==> config.mk <==
export PLATFORM = sky130hd
export DESIGN_NAME = uart_pulse_cmd_parser
export DESIGN_NICKNAME = d
export VERILOG_FILES = /design/src/rtl/uart_pulse_cmd_parser.sv
export SDC_FILE = /design/constraint.sdc
export NUM_CORES = 1
export LEC_CHECK = 0
export CAP_MARGIN = 15
export CORE_MARGIN = 4
export CORE_UTILIZATION = 40
export CTS_BUF_LIST = sky130_fd_sc_hd__clkbuf_8 sky130_fd_sc_hd__clkbuf_16
export CTS_CLUSTER_DIAMETER = 80
export DETAILED_ROUTE_END_ITERATION = 8
export PLACE_DENSITY = 0.69
export SYNTH_ARGS = -nofsm -noshare
export SYNTH_HDL_FRONTEND = slang
export SYNTH_SLANG_ARGS = --single-unit
==> constraint.sdc <==
create_clock -name sys_clk -period 3.55 [get_ports sys_clk]
set_input_delay 0.355 -clock sys_clk [delete_from_list [all_inputs] [get_ports sys_clk]]
set_output_delay 0.355 -clock sys_clk [all_outputs]
set_load 0.005 [all_outputs]
==> src/rtl/uart_pulse_cmd_parser.sv <==
// Collects 9-byte pulse-command frames from uart_rx, validates and clamps the fields, holds them
// for functionGenerate and answers each frame with a one-byte status for uart_tx.
module uart_pulse_cmd_parser #(
    parameter int unsigned CLK_FREQ      = 50_000_000,
    parameter int unsigned UART_BPS      = 9600,
    parameter int unsigned TIMEOUT_BYTES = 3,
    parameter int unsigned MIN_VAL       = 4,
    parameter logic [15:0] DEF_W1        = 16'd1500,
    parameter logic [15:0] DEF_W2        = 16'd500,
    parameter logic [15:0] DEF_GAP       = 16'd500,
    parameter logic [1:0]  DEF_SEL       = 2'b01
) (
    input  logic        sys_clk,
    input  logic        sys_rst,
    input  logic [7:0]  po_data,
    input  logic        po_flag,
    output logic [1:0]  pulse_select,
    output logic [15:0] pulse_width1,
    output logic [15:0] pulse_width2,
    output logic [15:0] pulse_gap,
    output logic        cmd_valid,
    output logic [7:0]  ack_data,
    output logic        ack_flag,
    output logic        busy
);

    localparam int unsigned TIMEOUT_CYC = (CLK_FREQ / UART_BPS) * 10 * TIMEOUT_BYTES;
    localparam int unsigned TMO_W       = (TIMEOUT_CYC > 2) ? $clog2(TIMEOUT_CYC) : 1;
    localparam logic [TMO_W-1:0] TMO_LAST = TMO_W'(TIMEOUT_CYC - 1);
    localparam logic [15:0] MIN_V = 16'(MIN_VAL);

    localparam logic [7:0] HDR      = 8'h07;
    localparam logic [7:0] CODE_OK  = 8'hA5;
    localparam logic [7:0] CODE_BAD = 8'hE0;
    localparam logic [7:0] CODE_TMO = 8'hE1;

    localparam logic [1:0] ST_IDLE  = 2'd0;
    localparam logic [1:0] ST_RECV  = 2'd1;
    localparam logic [1:0] ST_CHECK = 2'd2;
    localparam logic [1:0] ST_RESP  = 2'd3;

    logic [1:0]       state_q, state_d;
    logic [3:0]       idx_q, idx_d;
    logic [TMO_W-1:0] tmo_q, tmo_d;
    logic [7:0]       b1_q, b1_d, b2_q, b2_d;
    logic [15:0]      fw1_q, fw1_d, fw2_q, fw2_d, fgap_q, fgap_d;
    logic [1:0]       sel_q, sel_d;
    logic [15:0]      w1_q, w1_d, w2_q, w2_d, gap_q, gap_d;
    logic             cmd_valid_q, cmd_valid_d;
    logic             ack_flag_q, ack_flag_d;
    logic [7:0]       ack_data_q, ack_data_d;
    logic             busy_q, busy_d;

    function automatic logic [15:0] clamp(input logic [15:0] f);
        return (f < MIN_V) ? MIN_V : f;
    endfunction

    always_comb begin
        state_d     = state_q;
        idx_d       = idx_q;
        tmo_d       = tmo_q;
        b1_d        = b1_q;
        b2_d        = b2_q;
        fw1_d       = fw1_q;
        fw2_d       = fw2_q;
        fgap_d      = fgap_q;
        sel_d       = sel_q;
        w1_d        = w1_q;
        w2_d        = w2_q;
        gap_d       = gap_q;
        cmd_valid_d = 1'b0;
        ack_flag_d  = 1'b0;
        ack_data_d  = ack_data_q;
        case (state_q)
            ST_IDLE: begin
                if (po_flag && po_data == HDR) begin
                    idx_d   = 4'd1;
                    tmo_d   = '0;
                    state_d = ST_RECV;
                end
            end
            ST_RECV: begin
                if (po_flag) begin
                    case (idx_q)
                        4'd1:    b1_d         = po_data;
                        4'd2:    b2_d         = po_data;
                        4'd3:    fw1_d[15:8]  = po_data;
                        4'd4:    fw1_d[7:0]   = po_data;
                        4'd5:    fw2_d[15:8]  = po_data;
                        4'd6:    fw2_d[7:0]   = po_data;
                        4'd7:    fgap_d[15:8] = po_data;
                        4'd8:    fgap_d[7:0]  = po_data;
                        default: ;
                    endcase
                    idx_d = idx_q + 4'd1;
                    tmo_d = '0;
                    if (idx_q == 4'd8) begin
                        state_d = ST_CHECK;
                    end
                end else if (tmo_q == TMO_LAST) begin
                    tmo_d      = '0;
                    ack_flag_d = 1'b1;
                    ack_data_d = CODE_TMO;
                    state_d    = ST_RESP;
                end else begin
                    tmo_d = tmo_q + 1'b1;
                end
            end
            ST_CHECK: begin
                ack_flag_d = 1'b1;
                state_d    = ST_RESP;
                if (b1_q > 8'd1 || b2_q > 8'd1) begin
                    ack_data_d = CODE_BAD;
                end else begin
                    ack_data_d  = CODE_OK;
                    cmd_valid_d = 1'b1;
                    sel_d       = {b2_q[0], b1_q[0]};
                    w1_d        = clamp(fw1_q);
                    w2_d        = clamp(fw2_q);
                    gap_d       = clamp(fgap_q);
                end
            end
            ST_RESP: state_d = ST_IDLE;
            default: state_d = ST_IDLE;
        endcase
        busy_d = (state_d != ST_IDLE);
    end

    always_ff @(posedge sys_clk) begin
        if (sys_rst) begin
            state_q     <= ST_IDLE;
            idx_q       <= 4'd0;
            tmo_q       <= '0;
            b1_q        <= 8'h00;
            b2_q        <= 8'h00;
            fw1_q       <= 16'h0000;
            fw2_q       <= 16'h0000;
            fgap_q      <= 16'h0000;
            sel_q       <= DEF_SEL;
            w1_q        <= DEF_W1;
            w2_q        <= DEF_W2;
            gap_q       <= DEF_GAP;
            cmd_valid_q <= 1'b0;
            ack_flag_q  <= 1'b0;
            ack_data_q  <= 8'h00;
            busy_q      <= 1'b0;
        end else begin
            state_q     <= state_d;
            idx_q       <= idx_d;
            tmo_q       <= tmo_d;
            b1_q        <= b1_d;
            b2_q        <= b2_d;
            fw1_q       <= fw1_d;
            fw2_q       <= fw2_d;
            fgap_q      <= fgap_d;
            sel_q       <= sel_d;
            w1_q        <= w1_d;
            w2_q        <= w2_d;
            gap_q       <= gap_d;
            cmd_valid_q <= cmd_valid_d;
            ack_flag_q  <= ack_flag_d;
            ack_data_q  <= ack_data_d;
            busy_q      <= busy_d;
        end
    end

    assign pulse_select = sel_q;
    assign pulse_width1 = w1_q;
    assign pulse_width2 = w2_q;
    assign pulse_gap    = gap_q;
    assign cmd_valid    = cmd_valid_q;
    assign ack_flag     = ack_flag_q;
    assign ack_data     = ack_data_q;
    assign busy         = busy_q;

endmodule
==> run_results.csv <==
group,metric,value,unit
status,status,"complete, no violations",
drt,drt_iter0_drc,478,
hold_path,hp-class,"input port to register",
clocking,cts_setup_buffers,0,
power,p_leak,2.52,nW
sta,fmax,415,MHz
setup_path,end_kind,"register",
logic_synthesis,synth.largest_area_cell,"dfxtp_1",
setup_path,rrSetupSlack,1.14,ns
clocking,clk_pin_slew,0.06,ns
logic_synthesis,synth_edf_count,0,
hold_path,whs_path_depth,2,
sta,period_share,0.679,
floorplanning,rows,44,
power,combPwrFrac,0.019,
placement,dp_hpwl,9800,um
logic_synthesis,avgSynthCellArea,8.25,um^2
drt,finalWirelength,14400,um
sta,finalClockSkew,0.00623,ns
logic_synthesis,synth.top_cells.by_area,"dfxtp_1 48%, nand2_1 11%, a21oi_1 8.1%, nand3_1 5.7%, clkbuf_1 2.4%",
drt,viasPerCell,5.17,
setup_path,crit_slowest_cell,"nor3b_4",
sta,worst_pin_slew,1.00,ns
setup_path,worst_path_dominant_cell_family,"simple AND/OR/NAND/NOR gates",
power,power_density,482,nW/um^2
logic_synthesis,ys_ff_latch,145,
sta,slew_viol_final,0,
placement,placed_cells,946,
global_routing,grt_start_max_net_pins,54,
logic_synthesis,ys_seq_area_frac,0.481,
global_routing,antenna_found_initial,0,
floorplanning,die-width,131,um
sta,slew_headroom,0.333,
global_routing,grt_util_all_layers,0.174,
drt,ant_nets,0,
job,cap_violations,0,
clocking,cts_resized,0,
sta,setup_viol,0,
clocking,clock_latency,0.43,ns
floorplanning,die_area,17100,um^2
setup_path,worst_ep_arrival_time,2.71,ns
drt,drc,0,
drt,wl_per_cell,14.7,um
clocking,h-tree-depth,4,
power,pwr-share-clk,0.530,
setup_path,setup.worst_path.class,"register to register",
cells_and_area,fin_util,0.511,
logic_synthesis,async_reset_ff_frac,0,
drt,first_pass_iters,5,
placement,gp_congestion,0.822,
logic_synthesis,ys.flop_type,"dfxtp_1",
setup_path,reg2regPathDepth,7,
cells_and_area,layout-drive-gt1-share,0.0932,
global_routing,grt_first_pass_wirelength,23500,um
setup_path,rr_startpoint,"state_q[1]",
floorplanning,core,14600,um^2
cells_and_area,final_nets,801,
drt,vias,5059,
clocking,clk_path_buf_depth,2,
power,finalPower,3.61,mW
logic_synthesis,synth_cell_types,53,
power,power.internal,2.86,mW
global_routing,grt_overflow,0,
floorplanning,die-height,131,um
logic_synthesis,synthTopCellsByCount,"171 x nand2_1, 145 x dfxtp_1, 98 x a21oi_1",
clocking,cts_buffers,17,
cells_and_area,areaGrowthSynthToFinish,23.9,%
setup_path,regToRegEndpoint,"fw1_q[7]",
power,p_sw_frac,0.207,
power,power_switching,0.746,mW
sta,rsz0062_at_grt,"no",
setup_path,max_stage_delay,0.63,ns
setup_path,cp.required,3.84,ns
floorplanning,start_util,0.412,
setup_path,crit_fanout,15,
logic_synthesis,synth_cells,732,
cells_and_area,antenna_cells,0,
logic_synthesis,netlist.area_leader.share,0.481,
clocking,postCtsHoldBufs,0,
logic_synthesis,yosysWarningCount,0,
clocking,cts.sinks,145,
sta,period_needed,2.41,ns
power,power.share.sequential,0.451,
logic_synthesis,synth.most_common_cell,"nand2_1",
placement,io_buffers,68,
sta,hold_viol_final,0,
clocking,cts_tree,"built",
hold_path,hold_start,"sys_rst",
sta,setup_tns,0,ns
logic_synthesis,synthesis.area,6040,um^2
setup_path,cp_cell_sequence,"inv_1 > ha_1 > nand2_1 > nor3b_4 > nand2_1 > nand2_1 > a21oi_1",
power,ir_worst_vdd,0.000347,V
clocking,root_buffer,"clkbuf_16",
setup_path,cpMostUsedCell,"nand2_1",
setup_path,crit_buf_inv,1,
hold_path,hold_end,"ack_data[5]",
setup_path,critPathLaunchType,"register",
cells_and_area,fin_cells,978,
global_routing,grt_pass1_vias,4835,
floorplanning,ioPinCount,72,
## cell usage in the layout, fill, tap and decap left out, types with 3 or more instances in the layout
cell and instances:
o21ai_1 3, clkdlybuf4s50_1 67, dfxtp_1 145, clkinvlp_4 3
bufinv_16 4, clkbuf_16 17, nand3b_1 19, nand4_1 6
buf_4 19, inv_1 14, xnor2_1 16, ha_1 9
a21oi_1 98, nand2_1 171, a2111oi_2 7, o21bai_1 5
nor3b_1 4, nand2b_1 6, nand3_1 69, conb_1 3
and2_1 3, nor2_1 35, o21ai_0 7, o22ai_1 3
a211oi_2 7, nor4_1 13
## per-layer routing
| layer | track usage | vias up | share of wire |
|---|---|---|---|
| met1 | 0.235 | 2322 | 0.46 |
| met3 | 0.0423 | 17 | 0.053 |
| met5 | 0 | - | 0 |
| met2 | 0.269 | 123 | 0.47 |
| li1 | - | 2597 | - |
| met4 | 0.0647 | 0 | 0.017 |
## stage by stage
stage / cell area [um^2] / hold WS, ns / setup slack (ns)
global placement: 6850 / 0.440 / 0.915
CTS: 7480 / 0.392 / 1.15
global route: 7480 / 0.429 / 0.946
finish: 7480 / 0.411 / 1.14
floorplan: 6050 / 0.436 / 1.70
detailed placement: 6850 / 0.444 / 0.840
## worst max-delay path by stage
| stage | to | cells after the start | slack (ns) | startpoint |
|---|---|---|---|---|
| final | fw1_q[7] | 7 | 1.14 | state_q[1] |
| after detailed placement | tmo_q[10] | 6 | 0.84 | po_data[3] |
| after CTS | fw2_q[13] | 7 | 1.15 | state_q[1] |
| after global placement | tmo_q[17] | 6 | 0.92 | po_data[3] |
| after floorplan | tmo_q[14] | 7 | 1.70 | tmo_q[0] |
| after global routing | fw1_q[7] | 7 | 0.95 | state_q[1] |
## worst reg2reg max path, stage by stage (launching register included)
cell and delay [ns]:
dfxtp_1 0.33, inv_1 0.12, ha_1 0.31, nand2_1 0.32, nor3b_4 0.63, nand2_1 0.35, nand2_1 0.16, a21oi_1 0.07
## power by group through the flow
stage,Sequential [mW],Clock (mW),Combinational [mW]
2_1_floorplan,1.66,0,0.0466
4_1_cts,1.63,1.94,0.0689
3_5_place_dp,1.66,0,0.0687
5_1_grt,1.63,2.01,0.0742
6_report,1.63,1.91,0.0694
3_3_place_gp,1.66,0,0.0683
## flip-flops by register name, indices dropped and copies added (netlist names), 8 cells and up
| name | cells |
|---|---|
| pulse_width2 | 16 |
| fgap_q | 16 |
| fw1_q | 16 |
| pulse_gap | 16 |
| tmo_q | 18 |
| fw2_q | 16 |
| b1_q | 8 |
| b2_q | 8 |
| pulse_width1 | 16 |
## cells by family after synthesis
kind of cell	count (synthesis)	share of synthesized area
buffers and inverters	71	0.0508
AND/OR/NAND/NOR	344	0.272
multiplexers	2	0.00332
AO/OA/AOI/OAI	144	0.151
flip-flops	145	0.481
other	1	0.000621
adder cells (fa/ha/maj)	9	0.0186
XOR/XNOR	16	0.0232
## layout make-up
type	instances	area, um^2
multi-input combinational	518	2850
sequential	145	2900
clock inverter	13	183
fill	1378	7160
timing repair buffer	86	813
tap	184	230
clock buffer	19	453
inverter	13	48.8
Note: power is estimated with default switching activity, not from simulation.
